--- src/rtl/oled_link_scheduler.sv ---
// ---------------------------------------------------------------------------
// oled_link_scheduler
//
// Sequences the byte stream sent to an SSD1306-style OLED over an SPI
// serializer. Each frame is: pending runtime commands (dc=0), a fixed
// column/page address window (dc=0), then PIXEL_BYTES pattern bytes (dc=1),
// then FRAME_WAIT idle cycles before the next frame.
//
// Parameters
//   FRAME_WAIT   idle cycles between frames (>= 1)
//   CMD_DEPTH    runtime command FIFO depth (power of two, 2..16)
//   PIXEL_BYTES  data bytes per frame (<= 1024)
//
// Ports
//   clk           system clock, posedge
//   rst_n         asynchronous active-low reset
//   enable        display init complete; sampled in IDLE and at end of WAIT
//   frame_clr     one-cycle pulse, clears frame_number
//   cmd_valid     runtime command push strobe
//   cmd_data      runtime command byte
//   cmd_ready     command FIFO not full
//   pixel_index   byte address to the pattern generator
//   pattern_byte  generator output for pixel_index
//   tx_valid      byte offered to the serializer
//   tx_data       byte value
//   tx_dc         0 = command, 1 = data
//   tx_ready      serializer accepts when tx_valid & tx_ready
//   frame_number  completed-frame count (wraps)
//   frame_done    one-cycle pulse after the last data byte is accepted
//   busy          high outside IDLE and WAIT
// ---------------------------------------------------------------------------
module oled_link_scheduler #(
   parameter logic [31:0] FRAME_WAIT  = 32'd450000,
   parameter int          CMD_DEPTH   = 4,
   parameter int          PIXEL_BYTES = 1024
) (
   input  logic       clk,
   input  logic       rst_n,
   input  logic       enable,
   input  logic       frame_clr,
   input  logic       cmd_valid,
   input  logic [7:0] cmd_data,
   output logic       cmd_ready,
   output logic [9:0] pixel_index,
   input  logic [7:0] pattern_byte,
   output logic       tx_valid,
   output logic [7:0] tx_data,
   output logic       tx_dc,
   input  logic       tx_ready,
   output logic [7:0] frame_number,
   output logic       frame_done,
   output logic       busy
);

   localparam int               PTR_W       = (CMD_DEPTH > 1) ? $clog2(CMD_DEPTH) : 1;
   localparam int               CNT_W       = PTR_W + 1;
   localparam logic [CNT_W-1:0] LP_FULL     = CNT_W'(CMD_DEPTH);
   localparam logic [9:0]       LP_LAST_PIX = 10'(PIXEL_BYTES - 1);
   localparam logic [31:0]      LP_WAIT_TC  = FRAME_WAIT - 32'd1;

   typedef enum logic [2:0] {
      S_IDLE,
      S_CMD,
      S_ADDR,
      S_FETCH,
      S_DATA,
      S_WAIT
   } state_t;

   state_t           r_state;
   logic [7:0]       r_fifo [CMD_DEPTH];
   logic [PTR_W-1:0] r_wr_ptr;
   logic [PTR_W-1:0] r_rd_ptr;
   logic [CNT_W-1:0] r_count;
   logic [2:0]       r_addr_idx;
   logic [9:0]       r_pixel_index;
   logic             r_tx_valid;
   logic [7:0]       r_tx_data;
   logic             r_tx_dc;
   logic [7:0]       r_frame_number;
   logic             r_frame_done;
   logic             r_busy;
   logic [31:0]      r_wait_cnt;

   logic             w_push;
   logic             w_pop;
   logic             w_tx_free;
   logic             w_last_accept;

   // Address window: columns 0..127, pages 0..7.
   function automatic logic [7:0] f_addr_byte(input logic [2:0] idx);
      case (idx)
         3'd0:    f_addr_byte = 8'h21;
         3'd1:    f_addr_byte = 8'h00;
         3'd2:    f_addr_byte = 8'h7F;
         3'd3:    f_addr_byte = 8'h22;
         3'd4:    f_addr_byte = 8'h00;
         3'd5:    f_addr_byte = 8'h07;
         default: f_addr_byte = 8'h00;
      endcase
   endfunction

   assign cmd_ready = (r_count != LP_FULL);
   assign w_push    = cmd_valid && cmd_ready;

   // Output slot can take a new byte when empty or being accepted this cycle.
   assign w_tx_free = !r_tx_valid || tx_ready;

   // Commands are only drained in CMD, so pushes during a frame wait their turn.
   assign w_pop = (r_state == S_CMD) && w_tx_free && (r_count != '0);

   assign w_last_accept = (r_state == S_DATA) && tx_ready && (r_pixel_index == LP_LAST_PIX);

   // Command FIFO storage (data only, no reset needed).
   always_ff @(posedge clk) begin
      if (w_push) begin
         r_fifo[r_wr_ptr] <= cmd_data;
      end
   end

   // Command FIFO pointers and occupancy.
   always_ff @(posedge clk or negedge rst_n) begin
      if (!rst_n) begin
         r_wr_ptr <= '0;
         r_rd_ptr <= '0;
         r_count  <= '0;
      end else begin
         if (w_push) begin
            r_wr_ptr <= r_wr_ptr + PTR_W'(1);
         end
         if (w_pop) begin
            r_rd_ptr <= r_rd_ptr + PTR_W'(1);
         end
         case ({w_push, w_pop})
            2'b10:   r_count <= r_count + CNT_W'(1);
            2'b01:   r_count <= r_count - CNT_W'(1);
            default: r_count <= r_count;
         endcase
      end
   end

   // Frame sequencer.
   always_ff @(posedge clk or negedge rst_n) begin
      if (!rst_n) begin
         r_state        <= S_IDLE;
         r_addr_idx     <= 3'd0;
         r_pixel_index  <= 10'd0;
         r_tx_valid     <= 1'b0;
         r_tx_data      <= 8'h00;
         r_tx_dc        <= 1'b0;
         r_frame_number <= 8'h00;
         r_frame_done   <= 1'b0;
         r_busy         <= 1'b0;
         r_wait_cnt     <= 32'd0;
      end else begin
         r_frame_done <= 1'b0;

         // A clear in the same cycle as the last data acceptance wins.
         if (frame_clr) begin
            r_frame_number <= 8'h00;
         end else if (w_last_accept) begin
            r_frame_number <= r_frame_number + 8'd1;
         end

         case (r_state)
            S_IDLE: begin
               if (enable) begin
                  r_state <= S_CMD;
                  r_busy  <= 1'b1;
               end
            end

            S_CMD: begin
               if (w_tx_free) begin
                  if (w_pop) begin
                     r_tx_valid <= 1'b1;
                     r_tx_data  <= r_fifo[r_rd_ptr];
                     r_tx_dc    <= 1'b0;
                  end else begin
                     r_tx_valid <= 1'b0;
                     r_addr_idx <= 3'd0;
                     r_state    <= S_ADDR;
                  end
               end
            end

            S_ADDR: begin
               if (w_tx_free) begin
                  if (r_addr_idx != 3'd6) begin
                     r_tx_valid <= 1'b1;
                     r_tx_data  <= f_addr_byte(r_addr_idx);
                     r_tx_dc    <= 1'b0;
                     r_addr_idx <= r_addr_idx + 3'd1;
                  end else begin
                     // Last address byte accepted: start pixel stream at 0.
                     r_tx_valid    <= 1'b0;
                     r_pixel_index <= 10'd0;
                     r_state       <= S_FETCH;
                  end
               end
            end

            S_FETCH: begin
               r_tx_valid <= 1'b1;
               r_tx_data  <= pattern_byte;
               r_tx_dc    <= 1'b1;
               r_state    <= S_DATA;
            end

            S_DATA: begin
               if (tx_ready) begin
                  r_tx_valid <= 1'b0;
                  if (r_pixel_index == LP_LAST_PIX) begin
                     r_frame_done <= 1'b1;
                     r_wait_cnt   <= 32'd0;
                     r_busy       <= 1'b0;
                     r_state      <= S_WAIT;
                  end else begin
                     r_pixel_index <= r_pixel_index + 10'd1;
                     r_state       <= S_FETCH;
                  end
               end
            end

            S_WAIT: begin
               if (r_wait_cnt == LP_WAIT_TC) begin
                  r_wait_cnt <= 32'd0;
                  if (enable) begin
                     r_state <= S_CMD;
                     r_busy  <= 1'b1;
                  end else begin
                     r_state <= S_IDLE;
                  end
               end else begin
                  r_wait_cnt <= r_wait_cnt + 32'd1;
               end
            end

            default: begin
               r_state    <= S_IDLE;
               r_tx_valid <= 1'b0;
               r_busy     <= 1'b0;
            end
         endcase
      end
   end

   assign pixel_index  = r_pixel_index;
   assign tx_valid     = r_tx_valid;
   assign tx_data      = r_tx_data;
   assign tx_dc        = r_tx_dc;
   assign frame_number = r_frame_number;
   assign frame_done   = r_frame_done;
   assign busy         = r_busy;

endmodule

--- config.mk ---
export PLATFORM = sky130hd
export DESIGN_NAME = oled_link_scheduler
export DESIGN_NICKNAME = d
export VERILOG_FILES = /design/src/rtl/oled_link_scheduler.sv
export SDC_FILE = /design/constraint.sdc
export NUM_CORES = 1
export LEC_CHECK = 0
export CAP_MARGIN = 30
export CORE_UTILIZATION = 30
export CTS_BUF_LIST = sky130_fd_sc_hd__clkbuf_4
export CTS_CLUSTER_DIAMETER = 40
export DETAILED_ROUTE_END_ITERATION = 8
export GPL_ROUTABILITY_DRIVEN = 0
export SLEW_MARGIN = 20
export SYNTH_ARGS = -nofsm -noshare
export SYNTH_HDL_FRONTEND = slang
export SYNTH_SLANG_ARGS = --single-unit
--- constraint.sdc ---
create_clock -name clk -period 7.05 [get_ports clk]
set_clock_uncertainty 0.2 [all_clocks]
set_input_delay 1.0575 -clock clk [delete_from_list [all_inputs] [get_ports clk]]
set_output_delay 1.0575 -clock clk [all_outputs]
set_load 0.01 [all_outputs]
==> results of run 1 <==
cells by family after synthesis:
kind of cell,synth area share
DFF,0.494
xor gates and xnor gates,0.0229
and+or+nand+nor,0.221
buffers and inverters,0.0379
adders and majority gates,0.0318
muxes,0.0519
AOI/OAI and AO/OA,0.140
final timing paths:
| kind | start | end | slack (ns) | depth (start not counted) |
|---|---|---|---|---|
| hold / removal | rst_n | r_wait_cnt[12] | 0.30 | 1 |
| setup / recovery | tx_ready | r_count[2] | 3.83 | 9 |
| max in group asynchronous | rst_n | r_rd_ptr[1] | 5.77 | 2 |
| setup reg to reg | r_state[2] | r_wait_cnt[13] | 4.15 | 5 |
| min in group clk | r_count[0] | r_count[0] | 0.31 | 1 |
| hold reg to reg | r_count[0] | r_count[0] | 0.31 | 1 |
power groups by stage:
stage,Clock [W],Sequential (W),Combinational [W]
3_5_place_dp,0,0.00103,0.000809
6_report,0.000323,0.00102,0.000802
2_1_floorplan,0,0.000942,0.000619
3_3_place_gp,0,0.00104,0.000758
4_1_cts,0.000334,0.00102,0.000811
5_1_grt,0.000357,0.00106,0.000901
metrics by stage:
step / hold WS (ns) / setup slack [ns] / util
floorplan: 0.264 / 4.04 / -
global placement: 0.285 / 3.41 / 0.344
detailed placement: 0.301 / 3.30 / 0.344
CTS: 0.322 / 3.85 / 0.352
global route: 0.282 / 3.71 / 0.353
finish: 0.295 / 3.83 / 0.353
area by class of cell:
class / count / area [sq um]
Clock buffer: 9 / 67.6
Clock inverter: 7 / 73.8
Fill cell: 1835 / 12100
Inverter: 19 / 71.3
Multi-Input combinational cell: 384 / 2690
Sequential cell: 107 / 2840
Tap cell: 234 / 293
Timing Repair Buffer: 56 / 568
cell usage after synthesis (3+ instances only):
cell type | number | area [sq um]
a21oi_1 | 12 | 60.1
a22o_1 | 4 | 35.0
a31oi_1 | 6 | 37.5
a32oi_1 | 6 | 52.6
and2_1 | 5 | 31.3
and3_1 | 12 | 75.1
buf_1 | 3 | 11.3
buf_2 | 14 | 70.1
clkbuf_1 | 16 | 60.1
dfrtp_1 | 75 | 1880
edfxtp_1 | 32 | 961
ha_1 | 13 | 163
inv_1 | 19 | 71.3
mux2_2 | 6 | 67.6
mux2i_1 | 5 | 50.1
mux4_2 | 8 | 180
nand2_1 | 65 | 244
nand2b_1 | 4 | 25.0
nand3_1 | 22 | 110
nand3_4 | 3 | 52.6
nand4_1 | 25 | 156
nor2_1 | 26 | 97.6
nor2b_1 | 3 | 18.8
nor3_1 | 16 | 80.1
nor4_1 | 4 | 25.0
nor4_4 | 3 | 63.8
o2111ai_1 | 3 | 26.3
o211ai_1 | 6 | 45.0
o21ai_0 | 36 | 180
o22ai_1 | 3 | 18.8
o311ai_0 | 8 | 70.1
o31ai_1 | 4 | 30.0
o41ai_1 | 3 | 26.3
or3_1 | 9 | 56.3
xnor2_1 | 5 | 43.8
xor2_1 | 10 | 87.6
worst max-delay path: stages:
cell and delay, ns:
clkdlybuf4s50_1 0.72, nand2b_1 0.25, and4bb_2 0.35, ha_1 0.21, inv_1 0.06, fa_1 0.38
xor2_1 0.15, nor2_1 0.12, xor2_1 0.14
flip-flops by register name (all words and copies together), names as in the netlist:
signal        cells
tx_data           8
r_state           3
r_wait_cnt       32
frame_number      8
r_addr_idx        3
r_count           3
busy              1
r_rd_ptr          2
frame_done        1
r_fifo           32
tx_dc             1
pixel_index      10
r_wr_ptr          2
tx_valid          1
layer usage:
| layer | track usage | up-vias | wire (um) |
|---|---|---|---|
| li1 | - | 2108 | - |
| met1 | 0.184 | 2148 | 5970 |
| met2 | 0.234 | 85 | 6310 |
| met3 | 0.0397 | 9 | 618 |
| met4 | 0.0226 | 0 | 76 |
| met5 | 0 | - | 0 |
==> out/metrics.csv, run 1 <==
stage;metric;value;unit
global_route;vias in the first global route;4222;
clock_tree;Root Driver;clkbuf_4;
drt;via/cell ratio;5.33;
yosys;Mapped Nets;580;
floorplan;initial core utilization;0.307;
critical_path;Worst EP arrival;3.45;ns
cells_and_area;commonest non-fill, non-tap cell in the layout;dfrtp_1;
clock_tree;worst skew pair latency;0.50;ns
yosys;post-synthesis register bit count;107;
floorplan;IO Pins;53;
critical_path;Worst EP required;7.28;ns
timing;final hold vios;0;
timing;setup violators final;0;
clock_tree;Clock Sinks;107;
floorplan;Die ar.;19700;sq um
place;Port Buffers;52;
drt;Vias;4350;
power;Combinational Power Share;0.373;
critical_path;Worst Setup End Kind;flop;
cells_and_area;most frequent cells in the layout;dfrtp_1, nand2_1, clkdlybuf4s50_1;
power;Sw Pwr;0.000865;W
power;PD cells;325;nW/um^2
global_route;GRT overflow;0;
clock_tree;number of H-tree levels;3;
floorplan;Die X;140;um
yosys;Post-synth EDFFs;32;
place;placed cell area;6440;sq um
timing;Rel. slew slack;0.390;
drt;Post-Route WL;13000;um
yosys;cell count after synthesis;544;
power;Switching Fraction;0.403;
clock_tree;Post-CTS Resized;0;
clock_tree;CTS Buf Count;9;
critical_path;CP max FO;10;
hold_path;min-delay worst type;input port to asynchronous set/reset pin;
drt;DRC Markers;0;
cells_and_area;Area Growth Syn to Fin;15.1;%
drt;TritonRoute pass-1 iters;7;
power;overall power;0.00215;W
clock_tree;Clock Path Buffers;2;
clock_tree;Setup Fix Bufs, Post-CTS;0;
cells_and_area;post-layout instance area;6610;sq um
timing;Final min period;3.22;ns
global_route;first-pass GRT wire length;22100;um
yosys;Syn. warnings;0;
job;max-cap violation count;0;
yosys;Seq/Total Area, Yosys;0.494;
critical_path;crit path launch type;input port;
drt;DR iter-0 viols;336;
yosys;Syn Area/Cell;10.6;sq um
timing;Fmax achieved;0.311;GHz
cells_and_area;n_diodes;0;
yosys;ys async rst share;0.701;
timing;RSZ-0062 raised after global routing;no;
status;status;finished, final reports clean;
global_route;largest net degree at the start of global routing;76;
timing;setup TNS;0;ns
global_route;GRT Util Overall;0.141;
clock_tree;CTS tree;built;
clock_tree;Post-CTS Hold Fix Bufs;0;
power;Static Leak;2.51;nW
drt;Avg WL per Cell;15.9;um
critical_path;critical path class;input port to flop;
cells_and_area;Cell Count, Final, Fillers Out;816;
power;sequential share of power;0.477;
power;Clock power frac;0.150;
power;Max IR drop VDD;0.178;mV
place;DP Cell Count;799;
place;dpl hpwl;8960;um
yosys;synth unique cells;72;
cells_and_area;nets;613;
drt;post-route ant nets;0;
timing;Slew @ Worst Pin;0.914;ns
timing;Tcrit/Tclk final;0.456;
floorplan;core region area;18700;sq um
global_route;initial antenna violation count;0;
cells_and_area;share of layout cells above drive strength 1;0.103;
power;Pint;0.00128;W
floorplan;site row count;50;
clock_tree;Worst-path clk slew;0.17;ns
floorplan;Die Span Y;140;um
timing;fin. max-slew vios;0;
yosys;Main synth FF type;dfrtp_1;
yosys;Synth Cell Area;5740;sq um
Note: power is estimated with default switching activity, not from simulation.
==> run 2: changes to the inputs <==
Clock period 7.05 ns to 3.35 ns, I/O delays scaled along.
==> run 2 against run 1 <==
  * Routed wire length is 1.4% higher
  * Highest routed layer unchanged
  * Largest power group unchanged
  * Utilization is 0.25 points higher
  * Count of clock-buffer cells in the layout did not move
  * Largest cell class unchanged
  * Register-to-register slack got worse by 3.4 ns
  * Combinational power is 120% higher
  * Worst setup slack worse by 3.1 ns
  * Die area is the same
==> out/metrics.csv, run 2 (synthesized netlist as in run 1, its figures left out) <==
stage;metric;value;unit;change
timing;Final min period;2.63;ns;
cells_and_area;nets;621;;was 613
cells_and_area;Area Growth Syn to Fin;15.9;%;was 15.1%
floorplan;site row count;50;;unchanged
drt;via/cell ratio;5.36;;was 5.33
timing;setup violators final;0;;unchanged
timing;fin. max-slew vios;0;;unchanged
clock_tree;Clock Path Buffers;2;;unchanged
power;Pint;0.00271;W;was 0.00128 W
timing;RSZ-0062 raised after global routing;no;;unchanged
timing;fin worst setup slack;0.720;ns;was 3.83 ns
critical_path;critical path, cell by cell;inv_1, nor2_2, buf_4, nand2_1, buf_4, o311ai_0;;was clkdlybuf4s50_1, nand2b_1, and4bb_2, ha_1, inv_1, fa_1, xor2_1, nor2_1, xor2_1
clock_tree;number of H-tree levels;3;;unchanged
floorplan;core region area;18700;sq um;unchanged
timing;Rel. slew slack;0.579;;was 0.390
floorplan;Die ar.;19700;sq um;unchanged
cells_and_area;commonest non-fill, non-tap cell in the layout;dfrtp_1;;unchanged
critical_path;Worst EP arrival;2.82;ns;was 3.45 ns
critical_path;CP bufs+invs;3;;was 2
place;Port Buffers;52;;unchanged
floorplan;Die X;140;um;unchanged
power;Max IR drop VDD;0.348;mV;was 0.178 mV
place;Placement Setup Slack;0.400;ns;was 3.30 ns
power;PD cells;680;nW/um^2;was 325 nW/um^2
drt;TritonRoute pass-1 iters;5;;was 7
critical_path;critical path class;flop to flop;;was input port to flop
clock_tree;Clock Sinks;107;;unchanged
global_route;GRT Util Overall;0.141;;about the same
timing;setup TNS;0;ns;unchanged
power;sequential share of power;0.464;;was 0.477
timing;Fmax achieved;0.380;GHz;
drt;DR iter-0 viols;288;;was 336
drt;Avg WL per Cell;16.0;um;was 15.9 um
global_route;GRT overflow;0;;unchanged
power;Sw Pwr;0.00181;W;was 0.000865 W
cells_and_area;post-layout instance area;6650;sq um;was 6610 sq um
timing;Slew @ Worst Pin;0.630;ns;was 0.914 ns
drt;Post-Route WL;13200;um;was 13,000 um
hold_path;min-delay worst type;input port to asynchronous set/reset pin;;unchanged
clock_tree;worst skew pair latency;0.50;ns;about the same
critical_path;Crit path max-delay family;buffers and inverters;;unchanged
critical_path;Worst Setup End Kind;flop;;unchanged
global_route;largest net degree at the start of global routing;76;;unchanged
power;Static Leak;2.53;nW;was 2.51 nW
critical_path;CP startpoint;r_state[2];;was tx_ready
critical_path;CP max FO;36;;was 10
cells_and_area;n_diodes;0;;unchanged
floorplan;IO Pins;53;;unchanged
clock_tree;Worst-path clk slew;0.19;ns;was 0.17 ns
place;placed cell area;6490;sq um;was 6440 sq um
global_route;vias in the first global route;4351;;was 4,222
place;dpl hpwl;9190;um;was 8960 um
clock_tree;Root Driver;clkbuf_4;;unchanged
critical_path;Worst EP required;3.54;ns;was 7.28 ns
timing;hold_ws;0.280;ns;was 0.295 ns
critical_path;Reg2Reg Launch Point;r_state[2];;unchanged
critical_path;CP endpoint;r_wait_cnt[13];;was r_count[2]
power;Combinational Power Share;0.389;;was 0.373
clock_tree;Post-CTS Resized;0;;unchanged
cells_and_area;most frequent cells in the layout;dfrtp_1, nand2_1, clkdlybuf4s50_1;;unchanged
status;status;finished, final reports clean;;unchanged
floorplan;initial core utilization;0.307;;unchanged
cells_and_area;final core occ;0.356;;was 0.353
global_route;first-pass GRT wire length;22400;um;was 22,100 um
clock_tree;CTS Buf Count;9;;unchanged
power;Clock power frac;0.146;;was 0.150
drt;DRC Markers;0;;unchanged
critical_path;CP max stage cell;dfrtp_1;;was clkdlybuf4s50_1
cells_and_area;share of layout cells above drive strength 1;0.114;;was 0.103
drt;post-route ant nets;0;;unchanged
timing;final hold vios;0;;unchanged
clock_tree;CTS tree;built;;unchanged
critical_path;most used cell, CP;buf_4;;was xor2_1
critical_path;Worst Reg2Reg Path Length in Cells;6;;was 5
critical_path;CP Depth;6;;was 9
drt;Vias;4417;;was 4,350
power;Switching Fraction;0.401;;was 0.403
critical_path;reg2reg setup slack;0.72;ns;was 4.15 ns
critical_path;Critical Path Max Stage Delay;0.76;ns;was 0.72 ns
global_route;initial antenna violation count;0;;unchanged
critical_path;crit path launch type;flop;;was input port
timing;Tcrit/Tclk final;0.785;;
floorplan;Die Span Y;140;um;unchanged
job;max-cap violation count;0;;unchanged
critical_path;R2R Path End;r_wait_cnt[13];;unchanged
==> run 2: cell count changes in the layout (fill, tap and decap cells not counted), sizes merged <==
| cell | previous run | this run |
|---|---|---|
| buf | 5 | 12 |
| clkinv | 2 | 0 |
| clkinvlp | 0 | 2 |
| dlygate4sd3 | 0 | 1 |
==> run 2: timing repair <==
item	4_1_cts	5_1_grt
hold buffers	1	0
setup buffers	0	0
hold endpoints to repair	75	0
==> run 2: how the worst min path moves through the flow <==
stage / start / endpoint / slack [ns] / depth (start not counted)
after floorplan: rst_n / busy / 0.007 / 0
after global placement: r_count[2] / r_count[2] / 0.29 / 1
after detailed placement: r_count[0] / r_count[0] / 0.30 / 1
after CTS: r_count[0] / r_count[0] / 0.32 / 1
after global routing: rst_n / busy / 0.30 / 2
final: rst_n / r_wait_cnt[29] / 0.28 / 2
==> run 2: metal layers <==
metal / vias to the layer above / global-route usage / routed length, um
met2: 110 / 0.232 / 6460
li1: 2119 / - / -
met3: 11 / 0.0318 / 629
met5: - / 0 / 0
met4: 0 / 0.0376 / 147
met1: 2177 / 0.186 / 5910
==> run 2: layout make-up <==
cell class	instances	area, sq um
sequential	107	2840
tap	234	293
clock buffer	9	67.6
clock inverter	7	66.3
fill	1830	12100
multi-input combinational	384	2690
timing repair buffer	64	631
inverter	19	71.3
==> run 2: metrics by stage <==
| step | power (W) | cells |
|---|---|---|
| 2_1_floorplan | 0.00328 | 544 |
| 3_3_place_gp | 0.00381 | 805 |
| 3_5_place_dp | 0.00390 | 806 |
| 4_1_cts | 0.00457 | 823 |
| 5_1_grt | 0.00485 | 824 |
| 6_report | 0.00452 | 824 |
==> run 2: power groups by stage <==
stage          Sequential (W)  Combinational (W)  Clock, W
6_report              0.00210            0.00176  0.000661
4_1_cts               0.00210            0.00177  0.000695
2_1_floorplan         0.00198            0.00130         0
3_3_place_gp          0.00211            0.00170         0
5_1_grt               0.00217            0.00195  0.000736
3_5_place_dp          0.00213            0.00177         0
